**src/rtl/pwm_duty_capture_if.sv**
```systemverilog
// Measurement port of the PWM duty capture unit: the monitored pin in, captured values out.
// duty_valid is a one-cycle strobe with no back-pressure; the values it qualifies hold until the next strobe.
interface pwm_duty_capture_if #(
    parameter int CNT_W  = 16,
    parameter int DUTY_W = 8
);
    logic              pwm_in;
    logic [CNT_W-1:0]  high_cycles;
    logic [CNT_W-1:0]  period_cycles;
    logic [DUTY_W-1:0] duty;
    logic              duty_valid;
    logic              stuck;
    logic              overrun;
    logic [1:0]        dbg_state;

    modport master (
        output pwm_in,
        input  high_cycles, period_cycles, duty, duty_valid, stuck, overrun, dbg_state
    );

    modport slave (
        input  pwm_in,
        output high_cycles, period_cycles, duty, duty_valid, stuck, overrun, dbg_state
    );
endinterface

```
**src/rtl/pwm_duty_capture.sv**
```systemverilog
// Measures high time and period of a PWM pin, divides them into an 8-bit duty value,
// and reports a stuck line after a long stretch without edges.
module pwm_duty_capture #(
    parameter int CNT_W   = 16,
    parameter int DUTY_W  = 8,
    parameter int TIMEOUT = 4096
) (
    input  logic              clk,
    input  logic              rst,
    pwm_duty_capture_if.slave bus
);
    localparam int IT_W = (DUTY_W > 1) ? $clog2(DUTY_W) : 1;
    localparam logic [CNT_W-1:0] CNT_MAX   = {CNT_W{1'b1}};
    localparam logic [CNT_W-1:0] TIMEOUT_C = CNT_W'(TIMEOUT);
    localparam logic [IT_W-1:0]  IT_LAST   = IT_W'(DUTY_W - 1);

    typedef enum logic [1:0] {
        ST_DISARMED  = 2'd0,
        ST_WAIT_FALL = 2'd1,
        ST_WAIT_RISE = 2'd2
    } state_t;

    state_t            state_q, state_d;
    logic              sync1_q, sync1_d;
    logic              sync2_q, sync2_d;
    logic              sync3_q, sync3_d;
    logic [CNT_W-1:0]  per_cnt_q, per_cnt_d;
    logic [CNT_W-1:0]  idle_cnt_q, idle_cnt_d;
    logic [CNT_W-1:0]  hi_cap_q, hi_cap_d;
    logic              div_busy_q, div_busy_d;
    logic [IT_W-1:0]   it_q, it_d;
    logic [CNT_W:0]    rem_q, rem_d;
    logic [DUTY_W-1:0] quo_q, quo_d;
    logic [CNT_W-1:0]  div_hi_q, div_hi_d;
    logic [CNT_W-1:0]  div_per_q, div_per_d;
    logic [CNT_W-1:0]  high_q, high_d;
    logic [CNT_W-1:0]  period_q, period_d;
    logic [DUTY_W-1:0] duty_q, duty_d;
    logic              valid_q, valid_d;
    logic              stuck_q, stuck_d;
    logic              overrun_q, overrun_d;

    logic           rise, fall, timeout, q_bit;
    logic [CNT_W:0] rem_sh;

    assign rise    = sync2_q & ~sync3_q;
    assign fall    = ~sync2_q & sync3_q;
    assign timeout = (idle_cnt_q == TIMEOUT_C) && !stuck_q;
    assign rem_sh  = rem_q << 1;
    assign q_bit   = (rem_sh >= {1'b0, div_per_q});

    always_comb begin
        state_d    = state_q;
        sync1_d    = bus.pwm_in;
        sync2_d    = sync1_q;
        sync3_d    = sync2_q;
        hi_cap_d   = hi_cap_q;
        div_busy_d = div_busy_q;
        it_d       = it_q;
        rem_d      = rem_q;
        quo_d      = quo_q;
        div_hi_d   = div_hi_q;
        div_per_d  = div_per_q;
        high_d     = high_q;
        period_d   = period_q;
        duty_d     = duty_q;
        valid_d    = 1'b0;
        stuck_d    = stuck_q;
        overrun_d  = 1'b0;

        if (rise)                    per_cnt_d = CNT_W'(1);
        else if (per_cnt_q == CNT_MAX) per_cnt_d = per_cnt_q;
        else                         per_cnt_d = per_cnt_q + CNT_W'(1);

        if (rise || fall)                 idle_cnt_d = '0;
        else if (idle_cnt_q == TIMEOUT_C) idle_cnt_d = idle_cnt_q;
        else                              idle_cnt_d = idle_cnt_q + CNT_W'(1);

        // Restoring division, one quotient bit per cycle, MSB first.
        if (div_busy_q) begin
            rem_d = q_bit ? (rem_sh - {1'b0, div_per_q}) : rem_sh;
            quo_d = {quo_q[DUTY_W-2:0], q_bit};
            it_d  = it_q + IT_W'(1);
            if (it_q == IT_LAST) begin
                div_busy_d = 1'b0;
                valid_d    = 1'b1;
                high_d     = div_hi_q;
                period_d   = div_per_q;
                duty_d     = {quo_q[DUTY_W-2:0], q_bit};
                stuck_d    = 1'b0;
            end
        end

        case (state_q)
            ST_DISARMED: begin
                if (rise) state_d = ST_WAIT_FALL;
            end
            ST_WAIT_FALL: begin
                if (fall) begin
                    hi_cap_d = per_cnt_q;
                    state_d  = ST_WAIT_RISE;
                end
            end
            ST_WAIT_RISE: begin
                if (rise) begin
                    state_d = ST_WAIT_FALL;
                    if (!div_busy_q) begin
                        div_busy_d = 1'b1;
                        it_d       = '0;
                        rem_d      = {1'b0, hi_cap_q};
                        quo_d      = '0;
                        div_hi_d   = hi_cap_q;
                        div_per_d  = per_cnt_q;
                    end else begin
                        overrun_d = 1'b1;
                    end
                end
            end
            default: state_d = ST_DISARMED;
        endcase

        // Timeout outranks any load, overrun or finishing division in the same cycle.
        if (timeout) begin
            state_d    = ST_DISARMED;
            div_busy_d = 1'b0;
            overrun_d  = 1'b0;
            valid_d    = 1'b1;
            duty_d     = sync2_q ? {DUTY_W{1'b1}} : '0;
            period_d   = '0;
            high_d     = sync2_q ? TIMEOUT_C : '0;
            stuck_d    = 1'b1;
        end
    end

    always_ff @(posedge clk) begin
        if (rst) begin
            state_q    <= ST_DISARMED;
            sync1_q    <= 1'b0;
            sync2_q    <= 1'b0;
            sync3_q    <= 1'b0;
            per_cnt_q  <= '0;
            idle_cnt_q <= '0;
            hi_cap_q   <= '0;
            div_busy_q <= 1'b0;
            it_q       <= '0;
            rem_q      <= '0;
            quo_q      <= '0;
            div_hi_q   <= '0;
            div_per_q  <= '0;
            high_q     <= '0;
            period_q   <= '0;
            duty_q     <= '0;
            valid_q    <= 1'b0;
            stuck_q    <= 1'b0;
            overrun_q  <= 1'b0;
        end else begin
            state_q    <= state_d;
            sync1_q    <= sync1_d;
            sync2_q    <= sync2_d;
            sync3_q    <= sync3_d;
            per_cnt_q  <= per_cnt_d;
            idle_cnt_q <= idle_cnt_d;
            hi_cap_q   <= hi_cap_d;
            div_busy_q <= div_busy_d;
            it_q       <= it_d;
            rem_q      <= rem_d;
            quo_q      <= quo_d;
            div_hi_q   <= div_hi_d;
            div_per_q  <= div_per_d;
            high_q     <= high_d;
            period_q   <= period_d;
            duty_q     <= duty_d;
            valid_q    <= valid_d;
            stuck_q    <= stuck_d;
            overrun_q  <= overrun_d;
        end
    end

    assign bus.high_cycles   = high_q;
    assign bus.period_cycles = period_q;
    assign bus.duty          = duty_q;
    assign bus.duty_valid    = valid_q;
    assign bus.stuck         = stuck_q;
    assign bus.overrun       = overrun_q;
    assign bus.dbg_state     = state_q;
endmodule

```
**src/flat_wrapper.sv**
```systemverilog
// flat-port wrapper written by rule: the top's interface ports become plain ports
module pwm_duty_capture_flat 
#(
    parameter int CNT_W   = 16,
    parameter int DUTY_W  = 8,
    parameter int TIMEOUT = 4096
)
  (clk, rst, bus_pwm_in, bus_high_cycles, bus_period_cycles, bus_duty, bus_duty_valid, bus_stuck, bus_overrun, bus_dbg_state);
  pwm_duty_capture_if #(.CNT_W(CNT_W), .DUTY_W(DUTY_W)) bus_i ();
  input  logic clk;
  input  logic rst;
  input wire logic [$bits(bus_i.pwm_in)-1:0] bus_pwm_in;
  output wire logic [$bits(bus_i.high_cycles)-1:0] bus_high_cycles;
  output wire logic [$bits(bus_i.period_cycles)-1:0] bus_period_cycles;
  output wire logic [$bits(bus_i.duty)-1:0] bus_duty;
  output wire logic [$bits(bus_i.duty_valid)-1:0] bus_duty_valid;
  output wire logic [$bits(bus_i.stuck)-1:0] bus_stuck;
  output wire logic [$bits(bus_i.overrun)-1:0] bus_overrun;
  output wire logic [$bits(bus_i.dbg_state)-1:0] bus_dbg_state;
  assign bus_i.pwm_in = bus_pwm_in;
  assign bus_high_cycles = bus_i.high_cycles;
  assign bus_period_cycles = bus_i.period_cycles;
  assign bus_duty = bus_i.duty;
  assign bus_duty_valid = bus_i.duty_valid;
  assign bus_stuck = bus_i.stuck;
  assign bus_overrun = bus_i.overrun;
  assign bus_dbg_state = bus_i.dbg_state;
  pwm_duty_capture #(.CNT_W(CNT_W), .DUTY_W(DUTY_W), .TIMEOUT(TIMEOUT)) u_core (.clk(clk), .rst(rst), .bus(bus_i));
endmodule
```
**config.mk**
```make
export PLATFORM = sky130hd
export DESIGN_NAME = pwm_duty_capture_flat
export DESIGN_NICKNAME = d
export VERILOG_FILES = /design/src/rtl/pwm_duty_capture_if.sv /design/src/rtl/pwm_duty_capture.sv /design/src/flat_wrapper.sv
export SDC_FILE = /design/constraint.sdc
export NUM_CORES = 1
export LEC_CHECK = 0
export ABC_AREA = 1
export CAP_MARGIN = 0
export CORE_MARGIN = 2
export CORE_UTILIZATION = 50
export DETAILED_ROUTE_END_ITERATION = 8
export PLACE_DENSITY_LB_ADDON = 0.3
export RECOVER_POWER = 50
export REMOVE_ABC_BUFFERS = 1
export SYNTH_ARGS = -nofsm -noshare
export SYNTH_HDL_FRONTEND = slang
export SYNTH_SLANG_ARGS = --single-unit
```
**constraint.sdc**
```tcl
create_clock -name clk -period 3.3 [get_ports clk]
set_input_delay 0.66 -clock clk [delete_from_list [all_inputs] [get_ports clk]]
set_output_delay 0.66 -clock clk [all_outputs]
set_load 0.1 [all_outputs]
```
# Word-level counts from Yosys, hierarchy flattened
# Cells that the tools add are included.
op_classes:
  addsub: 4
  order_cmp: 1
  n_eq_ne: 8
  n_mux: 38
  bitwise_logic: 7
  reduce_logical: 16
ops:
  columns: ["operator", "n"]
  rows:
  - ["17-bit 2-to-1 mux", 5]
  - ["8-bit 2-to-1 mux", 8]
  - ["16-bit 2-to-1 mux", 3]
  - ["16-bit by 1-bit adder with 16-bit output, second input constant", 2]
  - ["17-bit by 16-bit greater-or-equal comparator with 1-bit output", 1]
  - ["17-bit by 16-bit subtractor with 17-bit output", 1]
  - ["16-bit by 13-bit == test with 1-bit output, second input constant", 1]
  - ["16-bit == test, second input constant", 1]
  - ["1-bit 2-to-1 mux", 14]
  - ["13-bit 2-to-1 mux", 1]
  - ["3-bit 2-to-1 mux", 4]
  - ["2-bit AND reduction", 4]
  - ["2-bit OR reduction", 4]
  - ["2-bit by 1-bit inequality test with 1-bit output, second input constant", 3]
  - ["1-bit inverter", 5]
  - ["2-bit 2-to-1 mux", 2]
  - ["2-bit case mux with 2 select lines", 1]
  - ["2-bit nonzero test", 2]
  - ["4-bit OR reduction", 1]
  - ["3-bit by 1-bit adder with 3-bit output, second input constant", 1]
  - ["3-bit == test, second input constant", 1]
  - ["3-bit AND reduction", 1]
  - ["1-bit bitwise AND", 2]
  - ["2-bit by 1-bit == test with 1-bit output, second input constant", 1]
  - ["other kinds (5)", 5]
totals:
  regBits: 157

# Logic depth before layout (Yosys ltp)
logic_depth:
  ltp_word: 6
  mapped_depth: 16
  ltp_nobuf: 15

# Least setup slack after synthesis
# OpenSTA, ideal clock, no wires.
synth_path:
  kind: "register -> register"
  from: "register u_core.state_q[1], in the netlist u_core.bus.dbg_state[1]"
  to: "register u_core.rem_q[4]"
  setup_ns: 0.132
  arrival_ns: 2.042
  required_time_ns: 3.168
  setup_slack_ns: 1.125
  stages_incl_launch_ff: 9
  n_path_buf: 1
  synth_period_minus_slack_ns: 2.175
  path_cell_list: "dfxtp_1 > inv_1 > nor2_1 > inv_2 > nand2_1 > inv_1 > buf_2 > a22oi_1 > a21oi_1"
synth_via:
  elab_chain_cells: 2
synth_rtl:
  columns: ["item", "line_no", "source"]
  rows:
  - ["from (decl)", "pwm_duty_capture.sv:23", "state_t state_q, state_d;"]
  - ["from (signal assigned)", "pwm_duty_capture.sv:157", "state_q <= state_d;"]
  - ["2-bit == test", "pwm_duty_capture.sv:94", "case (state_q)"]
  - ["17-bit 2-to-1 mux", "pwm_duty_capture.sv:94", null]
  - ["to (signal assigned)", "pwm_duty_capture.sv:166", "rem_q <= rem_d;"]
  - ["to (decl)", "pwm_duty_capture.sv:32", "logic [CNT_W:0] rem_q, rem_d;"]
# No other way between the ends.
# A chain may end at the register's enable or synchronous reset.

# Final worst setup path
layout_path:
  from: "register u_core.per_cnt_q[3]"
  to: "register u_core.per_cnt_q[14]"
layout_via:
  elab_chain_cells: 1
layout_rtl:
  columns: ["item", "line_no", "source"]
  rows:
  - ["from (decl)", "pwm_duty_capture.sv:27", "logic [CNT_W-1:0] per_cnt_q, per_cnt_d;"]
  - ["from (signal assigned)", "pwm_duty_capture.sv:161", "per_cnt_q <= per_cnt_d;"]
  - ["16-bit by 1-bit adder with 16-bit output or 16-bit == test (tied branches)", "pwm_duty_capture.sv:73, pwm_duty_capture.sv:72", null]
# Parallel ways exist; a longest one is shown, timed or not.

==> results.py <==
metrics = {
    "status": {
        "run_status": "completed",
    },
    "power": {
        "power.total_mw": 3.99,
        "vdd_drop_max_uv": 370,
        "leakagePower_nw": 3.28,
        "cellPowerDensity_nw_per_um2": 490,
    },
    "synthesis": {
        "synth_area_leaders": "dfxtp_1, nand2_1, a21oi_1, inv_1, ha_1",
        "synth_seq_cells": 155,
        "synth.distinct_cells": 43,
        "avgSynthCellArea_um2": 7.24,
        "yosysTopAreaCellShare_pct": 42.5,
        "synth_top_area_cell": "dfxtp_1",
        "syn_inst": 1008,
        "synth_area_um2": 7300,
        "ys_warn_count": 0,
        "ys_seq_area_share_pct": 42.5,
    },
    "routing": {
        "dr.pass1.iters": 5,
        "routed_wl_mm": 17.5,
        "routedWlPerCell_um": 14.1,
        "via_count": 6540,
        "ant_nets": 0,
        "drc_errors": 0,
        "avgViaCountPerCell": 5.28,
        "drt-initial-drc-count": 516,
    },
    "timing": {
        "fin_crit_ns": 2.38,
        "slew_violations": 0,
        "finalSetupTns_ns": 0,
        "worst_slew_pin_slew_ns": 1.36,
        "relSlewSlack_pct": 9.15,
        "setup_violations": 0,
        "skew_ns": 0.00634,
        "rsz0062_at_grt": "no",
        "period_share_pct": 72.2,
        "whs_ns": 0.405,
        "final-hold-violation-count": 0,
        "fmax_ghz": 0.420,
    },
    "floorplan": {
        "die_w_um": 125,
        "core_um2": 14400,
        "dieHeight_um": 125,
        "start_util_pct": 50.8,
        "rows": 44,
        "dieArea_um2": 15600,
        "top_level_ports": 48,
    },
    "clock_network": {
        "cts.reportedPaths.clkPinSlew_ns": 0.06,
        "cts_buffer_depth": 2,
        "root_buffer": "clkbuf_16",
        "cts_tree": "yes",
        "cts.htree.levels": 4,
        "ctsHoldBuffers": 0,
        "cts_sinks": 155,
        "cts_resized": 0,
        "clkLatencyLatePin_ns": 0.42,
        "post_cts_buffers": 0,
        "cts_buffers": 17,
    },
    "critical_path": {
        "worst_ep_arrival_time_ns": 2.75,
        "critPathKind": "reg -> reg",
        "start_kind": "flop",
        "max_stage_delay_ns": 0.56,
        "cp_max_fo": 10,
        "worstPathCellList": "nand2_1 > nor3_1 > and2_0 > nand3_1 > nor2_1 > inv_1 > nand3_1 > nand2_1 > inv_1",
        "cpMaxStageDelayCell": "nor2_1",
        "endpoint_kind": "flop",
        "critPathRequiredTime_ns": 3.67,
    },
    "global_route": {
        "grt_pass1_vias": 6000,
        "grt_usage_pct": 23.1,
        "antenna_found_initial": 0,
        "grt_pass1_wl_mm": 29.3,
        "grt_max_degree": 58,
        "grt-ovfl-total": 0,
    },
    "finish": {
        "regArea_um2": 3100,
        "final_cells": 1239,
        "finalInstanceArea_um2": 8130,
        "mostFrequentLayoutCell": "nand2_1",
        "n_antenna_cell": 0,
        "multi_input_area_um2": 3420,
        "nFillCells": 1403,
        "fin_nets": 1072,
        "drive_gt1_share_pct": 6.64,
        "final_cell_mix": "nand2_1, dfxtp_1, inv_1, a21oi_1, o21ai_0",
        "area_growth_pct": 11.5,
    },
    "placement": {
        "portBuffers": 47,
        "numPlacedInstances": 1209,
        "postPlaceCellArea_um2": 7750,
        "hpwl_mm": 12.3,
        "gp_congestion": 0.918,
    },
    "flow_run": {
        "cap_violations": 0,
    },
    "worst_hold_path": {
        "hp-class": "reg -> reg",
    },
}
-- cell type report --
cell class / count / share of cell area, %
clock buffer: 25 / 6.09
clock inverter: 5 / 1.32
inverter: 144 / 6.66
multi-input combinational: 672 / 42.1
sequential: 155 / 38.2
tap: 184 / 2.83
timing repair buffer: 54 / 2.82
-- metrics by stage --
step / setup WS, ns / util [%]
finish: 0.918 / 56.6
global route: 0.656 / 56.6
CTS: 1.11 / 58.2
detailed placement: 1.09 / 54.0
global placement: 1.12 / 54.0
floorplan: 0.321 / -
-- cell families after synthesis --
group,count (synthesis),share of synthesized area [%]
fa+ha+maj,25,4.39
buf+inv,181,9.90
flops,155,42.5
xor+xnor,15,1.80
compound gates,224,16.7
simple gates,408,24.7
-- registers in the layout (all words and copies together) (netlist names), 2 cells and up --
signal,cells
u_core.bus.high_cycles,16
u_core.bus.period_cycles,16
u_core.div_hi_q,16
u_core.div_per_q,16
u_core.hi_cap_q,16
u_core.idle_cnt_q,16
u_core.per_cnt_q,16
u_core.rem_q,16
u_core.bus.duty,8
u_core.quo_q,7
u_core.it_q,3
u_core.bus.dbg_state,2
-- worst max-delay path: cells and delay by family (launching register included) --
kind / cells / cell delay [ns]
DFF: 1 / 0.42
and+or+nand+nor: 7 / 1.56
buffers and inverters: 2 / 0.37
-- synthesized netlist by cell type, drive strengths merged --
cell / count
nand3b: 2
clkinv: 3
nor2: 55
a21oi: 137
fa: 1
o21bai: 2
nor4: 2
nand4: 12
nand3: 52
ha: 24
clkbuf: 23
a22oi: 5
nor3: 15
inv: 141
dfxtp: 155
and2: 1
nand2: 265
o21ai: 62
a31oi: 6
o21a: 4
a211oi: 6
xor2: 4
buf: 14
a21o: 1
o211ai: 1
xnor2: 11
or2: 4
-- power breakdown --
part / internal (mW) / total [mW] / switching (mW)
registers: 1.88 / 1.89 / 0.0116
logic: 0.0232 / 0.0871 / 0.0639
clock network: 1.27 / 2.01 / 0.741
-- metal layers --
layer / GRT usage (%) / up-vias / share of wire, %
li1: - / 3315 / -
met1: 32.8 / 3043 / 49
met2: 35.9 / 160 / 44
met3: 4.25 / 22 / 5.0
met4: 6.54 / 0 / 1.3
met5: 0 / - / 0
-- final timing paths --
check,depth (start not counted),from,slack (ns),endpoint
min reg2reg,2,u_core.sync1_q,0.40,u_core.sync2_q
max reg2reg,9,u_core.per_cnt_q[3],0.92,u_core.per_cnt_q[14]
min,2,u_core.sync1_q,0.40,u_core.sync2_q
max,9,u_core.per_cnt_q[3],0.92,u_core.per_cnt_q[14]
(Power assumes the default switching activity.)
==> edit 1: new RTL, config.mk and constraints unchanged <==
`CNT_W` is set to 16 in 3 places; all go to 12.
--- a/src/rtl/pwm_duty_capture_if.sv
+++ b/src/rtl/pwm_duty_capture_if.sv
@@ -1,7 +1,7 @@
 // Measurement port of the PWM duty capture unit: the monitored pin in, captured values out.
 // duty_valid is a one-cycle strobe with no back-pressure; the values it qualifies hold until the next strobe.
 interface pwm_duty_capture_if #(
-    parameter int CNT_W  = 16,
+    parameter int CNT_W  = 12,
     parameter int DUTY_W = 8
 );
     logic              pwm_in;
--- a/src/rtl/pwm_duty_capture.sv
+++ b/src/rtl/pwm_duty_capture.sv
@@ -1,7 +1,7 @@
 // Measures high time and period of a PWM pin, divides them into an 8-bit duty value,
 // and reports a stuck line after a long stretch without edges.
 module pwm_duty_capture #(
-    parameter int CNT_W   = 16,
+    parameter int CNT_W   = 12,
     parameter int DUTY_W  = 8,
     parameter int TIMEOUT = 4096
 ) (
--- a/src/flat_wrapper.sv
+++ b/src/flat_wrapper.sv
@@ -1,7 +1,7 @@
 // flat-port wrapper written by rule: the top's interface ports become plain ports
 module pwm_duty_capture_flat 
 #(
-    parameter int CNT_W   = 16,
+    parameter int CNT_W   = 12,
     parameter int DUTY_W  = 8,
     parameter int TIMEOUT = 4096
 )
Interface: changed (resized bus_high_cycles and bus_period_cycles); port bits go from 48 to 40. The function was not compared with the original's and may differ.
==> edit 1 against the original RTL <==
- design area is 19% lower
- routed wire length is 19% lower
- clock power is 7% lower
- fmax is 1.0% higher
- cell count is 22% lower
- clock skew is 0.0011 ns lower
- total power is 13% lower
- global-route usage is 0.27 points higher
- worst setup slack better by 0.024 ns
- sequential cell count is 32 lower
- area after synthesis is 22% lower
- critical endpoint is now bus_dbg_state[0]
==> edit 1: results <==
export IMPL_clock_skew_ns=0.00521
export IMPL_drtIter0Drc=395
export IMPL_grt_max_degree=41
export IMPL_io_buffers=39
export IMPL_p_total_mw=3.47
export IMPL_multi_input_area_sq_mm=0.00270
export IMPL_cp_top_family="buffers and inverters"
export IMPL_r2r_end="u_core.rem_q[9]$_SDFF_PP0_"
export IMPL_diodes=0
export IMPL_cts_buffers=17
export IMPL_worstPathArrival_ns=1.70
export IMPL_met2_length_um=6780
export IMPL_track_usage_pct=23.3
export IMPL_critPathLaunch="u_core.bus.dbg_state[0]$_SDFFE_PP0P_"
export IMPL_status="complete, no violations"
export IMPL_wirelength_um=14100
export IMPL_worst_path_largest_cell_delay_ns=0.88
export IMPL_dr_pass1_iters=6
export IMPL_worst_slack_ns=0.942
export IMPL_use_met1_pct=29.7
export IMPL_dpl_worst_slack_ns=1.02
export IMPL_yosysSeqAreaShare_pct=43.1
export IMPL_met1_length_um=6400
export IMPL_slew_limit_headroom_pct=20.3
export IMPL_slowest_stage="clkbuf_1"
export IMPL_post_dp_cell_area_sq_mm=0.00611
export IMPL_leakagePower_nw=2.64
export IMPL_ys_types=40
export IMPL_timing_rr_start="u_core.sync2_q$_SDFF_PP0_"
export IMPL_grt_util_met3_pct=5.63
export IMPL_rrSetupSlack_ns=1.05
export IMPL_placedCellCount=942
export IMPL_met2_usage_pct=38.7
export IMPL_num_vias=5195
export IMPL_syn_inst=778
export IMPL_fill_cells=1068
export IMPL_drive_gt1_share_pct=7.96
export IMPL_avgRoutedWirePerCell_um=14.6
export IMPL_wl_met3_um=734
export IMPL_nets=842
export IMPL_grt_pass1_wl_um=23300
export IMPL_hpwl_um=9940
export IMPL_hold_path_class="register to register"
export IMPL_grt_pass1_vias=4979
export IMPL_synth_top_cells_by_count="180 x nand2_1, 123 x dfxtp_1, 107 x inv_1, 92 x a21oi_1, 49 x nor2_1"
export IMPL_htree_levels=4
export IMPL_critPathMaxFanout=5
export IMPL_gp_congestion=0.862
export IMPL_cp_endpoint="bus_dbg_state[0]"
export IMPL_ys_top_cells_by_area="dfxtp_1 43%, nand2_1 12%, a21oi_1 8.1%"
[edit 1: changes by cell type after synthesis, sizes merged, moves of 12 or more]
cell,unedited run,this run
a21oi,137,96
o21ai,62,42
dfxtp,155,123
inv,141,110
clkbuf,23,11
nand2,265,195
[edit 1: kinds of logic after synthesis]
logic type | count (synthesis) | share of synthesized area [%]
flops | 123 | 43.1
fa+ha+maj | 21 | 4.73
compound gates | 154 | 14.4
buf+inv | 136 | 9.70
simple gates | 330 | 25.9
xor+xnor | 14 | 2.15
[edit 1: worst min path at each step]
stage               depth (start not counted)                       from  slack [ns]                        end
floorplan                                   2  u_core.sync1_q$_SDFF_PP0_        0.39  u_core.sync2_q$_SDFF_PP0_
global placement                            2  u_core.sync1_q$_SDFF_PP0_        0.40  u_core.sync2_q$_SDFF_PP0_
detailed placement                          2  u_core.sync1_q$_SDFF_PP0_        0.40  u_core.sync2_q$_SDFF_PP0_
CTS                                         2  u_core.sync1_q$_SDFF_PP0_        0.41  u_core.sync2_q$_SDFF_PP0_
global route                                2  u_core.sync1_q$_SDFF_PP0_        0.44  u_core.sync2_q$_SDFF_PP0_
finish                                      2  u_core.sync1_q$_SDFF_PP0_        0.41  u_core.sync2_q$_SDFF_PP0_
[edit 1: layout make-up]
cell class                      instances  share of cell area (%)
Clock buffer                           22                    7.23
Clock inverter                          8                    1.79
Multi-Input combinational cell        519                    41.1
Timing Repair Buffer                   46                    3.22
Sequential cell                       123                    37.6
Tap cell                              143                    2.73
Inverter                              111                    6.35
[edit 1: report_power, final]
| part | switching (mW) | total [mW] | internal (mW) |
|---|---|---|---|
| logic | 0.0889 | 0.110 | 0.0209 |
| clock network | 0.625 | 1.86 | 1.23 |
| registers | 0.0101 | 1.51 | 1.50 |
==> edit 2: new RTL, config.mk and constraints unchanged <==
Made on the original files. Reset style: asynchronous (`rst`), changed in one clocked block.
--- a/src/rtl/pwm_duty_capture.sv
+++ b/src/rtl/pwm_duty_capture.sv
@@ -132,7 +132,7 @@
         end
     end
 
-    always_ff @(posedge clk) begin
+    always_ff @(posedge clk or posedge rst) begin
         if (rst) begin
             state_q    <= ST_DISARMED;
             sync1_q    <= 1'b0;
Formal check against the unedited RTL: differs if rst is asserted again (counterexample within 4 cycles, from zero or initial values and one cycle with rst high); with rst held inactive, the same outputs for 10 cycles.
==> edit 2 against the original RTL <==
- the flow now finishes with violations (max-capacitance violations, max-slew violations)
- design area grew 11%
- non-clock buffer count up 1
- first-iteration DRC count shrank 18%
- sequential cell count stayed put
- worst setup slack worse by 0.12 ns
- sequential share of layout area is 4.7 points higher
- routed wire length increased by 7.4%
- area after synthesis increased by 8.6%
Power is not compared: it rests on default switching activity, and its combinational part moved more than twofold at a synthesized area within 25%.
==> edit 2: results <==
export IMPL_status="finished with violations"
export IMPL_violations="max-capacitance violations, max-slew violations"
export IMPL_slew_violations=40
export IMPL_use_met1_pct=34.0
export IMPL_root_buffer="clkbuf_16"
export IMPL_hpwl_um=13700
export IMPL_avgRoutedWirePerCell_um=15.0
export IMPL_ir_worst_vdd_v=0.000437
export IMPL_nets=1053
export IMPL_cts_repair_resize_count=0
export IMPL_worst_path_largest_cell_delay_ns=0.81
export IMPL_io_buffers=47
export IMPL_critPathMaxFanout=41
export IMPL_slew_limit_headroom_pct=-28.4
export IMPL_synthXorXnorAreaFrac_pct=1.55
export IMPL_min_path_cells=0
export IMPL_hold_violations=0
export IMPL_grt_pass1_vias=5975
export IMPL_drtIter0Drc=421
export IMPL_htree_levels=4
export IMPL_dpl_worst_slack_ns=0.841
export IMPL_die_w_um=130
export IMPL_yosysSeqAreaShare_pct=48.9
export IMPL_maxCapViolations=1
export IMPL_grt_max_degree=46
export IMPL_fill_cells=1445
export IMPL_placedCellCount=1222
export IMPL_synthMuxAreaShare_pct=0.142
export IMPL_maxUsedRoutingLayer="met4"
export IMPL_synthAdderAreaFrac_pct=4.04
export IMPL_worstPathArrival_ns=2.81
export IMPL_cp_top_family="buffers and inverters"
export IMPL_syn_area_per_cell_sq_um=8.10
export IMPL_track_usage_pct=23.8
export IMPL_synth_top_cells_by_count="247 x nand2_1, 177 x inv_1, 155 x dfrtp_1, 71 x o21ai_0, 56 x nand3_1"
export IMPL_slowest_stage="inv_1"
export IMPL_async_flop_share_pct=100
export IMPL_postCtsSetupBuffers=0
export IMPL_num_vias=6474
export IMPL_wl_met3_um=680
export IMPL_gp_congestion=0.952
export IMPL_met2_usage_pct=36.3
export IMPL_met2_length_um=8590
export IMPL_grt_util_met3_pct=3.85
export IMPL_grt_pass1_wl_um=30800
export IMPL_drive_gt1_share_pct=10.2
export IMPL_layout_cells_non_filler=1254
export IMPL_met1_length_um=9010
export IMPL_ys_top_cells_by_area="dfrtp_1 49%, nand2_1 12%, inv_1 8.4%"
export IMPL_clock_skew_ns=0.00883
export IMPL_synth_compound_area_share_pct=12.2
-- edit 2: changes by cell type after synthesis, moves of 14 or more --
cell | unedited run | this run
dfrtp_1 | 0 | 155
dfxtp_1 | 155 | 0
a21oi_1 | 128 | 20
inv_1 | 132 | 177
o22ai_1 | 0 | 18
a21boi_1 | 0 | 14
clkbuf_1 | 23 | 9
-- edit 2: per-stage QoR --
stage	setup TNS [ns]	area (sq um)	hold slack, ns	power [mW]
finish	0	9040	0.352	8.16
global route	0	9040	0.371	8.71
CTS	0	9080	0.354	8.17
detailed placement	0	8500	0.339	6.22
global placement	0	8500	0.349	6.17
floorplan	-238.41	7780	0.331	5.30
-- edit 2: worst paths after layout --
check | to | slack (ns) | from
worst max register to register | u_core.rem_q[11]$_DFF_PP0_ | 0.79 | u_core.sync2_q$_DFF_PP0_
worst max-delay path | u_core.rem_q[11]$_DFF_PP0_ | 0.79 | u_core.sync2_q$_DFF_PP0_
min in group asynchronous | u_core.bus.high_cycles[15]$_DFFE_PP0P_ | 1.18 | rst
worst min-delay path | u_core.sync2_q$_DFF_PP0_ | 0.35 | u_core.sync1_q$_DFF_PP0_
max in group asynchronous | u_core.idle_cnt_q[4]$_DFFE_PP0P_ | 0.88 | rst
worst min register to register | u_core.sync2_q$_DFF_PP0_ | 0.35 | u_core.sync1_q$_DFF_PP0_
-- edit 2: layout make-up --
cell class / instances / area, sq um / area share [%]
clock buffers: 19 / 453 / 5.01
clock inverters: 13 / 130 / 1.44
inverters: 182 / 684 / 7.57
multi-input cells: 614 / 3190 / 35.3
flip-flops and latches: 155 / 3880 / 42.9
well taps: 216 / 270 / 2.99
repair buffers: 55 / 434 / 4.80
-- edit 2: where the power goes --
group          internal [mW]  total, mW  switching (mW)
Sequential              2.28       2.56           0.278
Combinational           1.10       3.67            2.56
Clock                   1.10       1.93           0.833
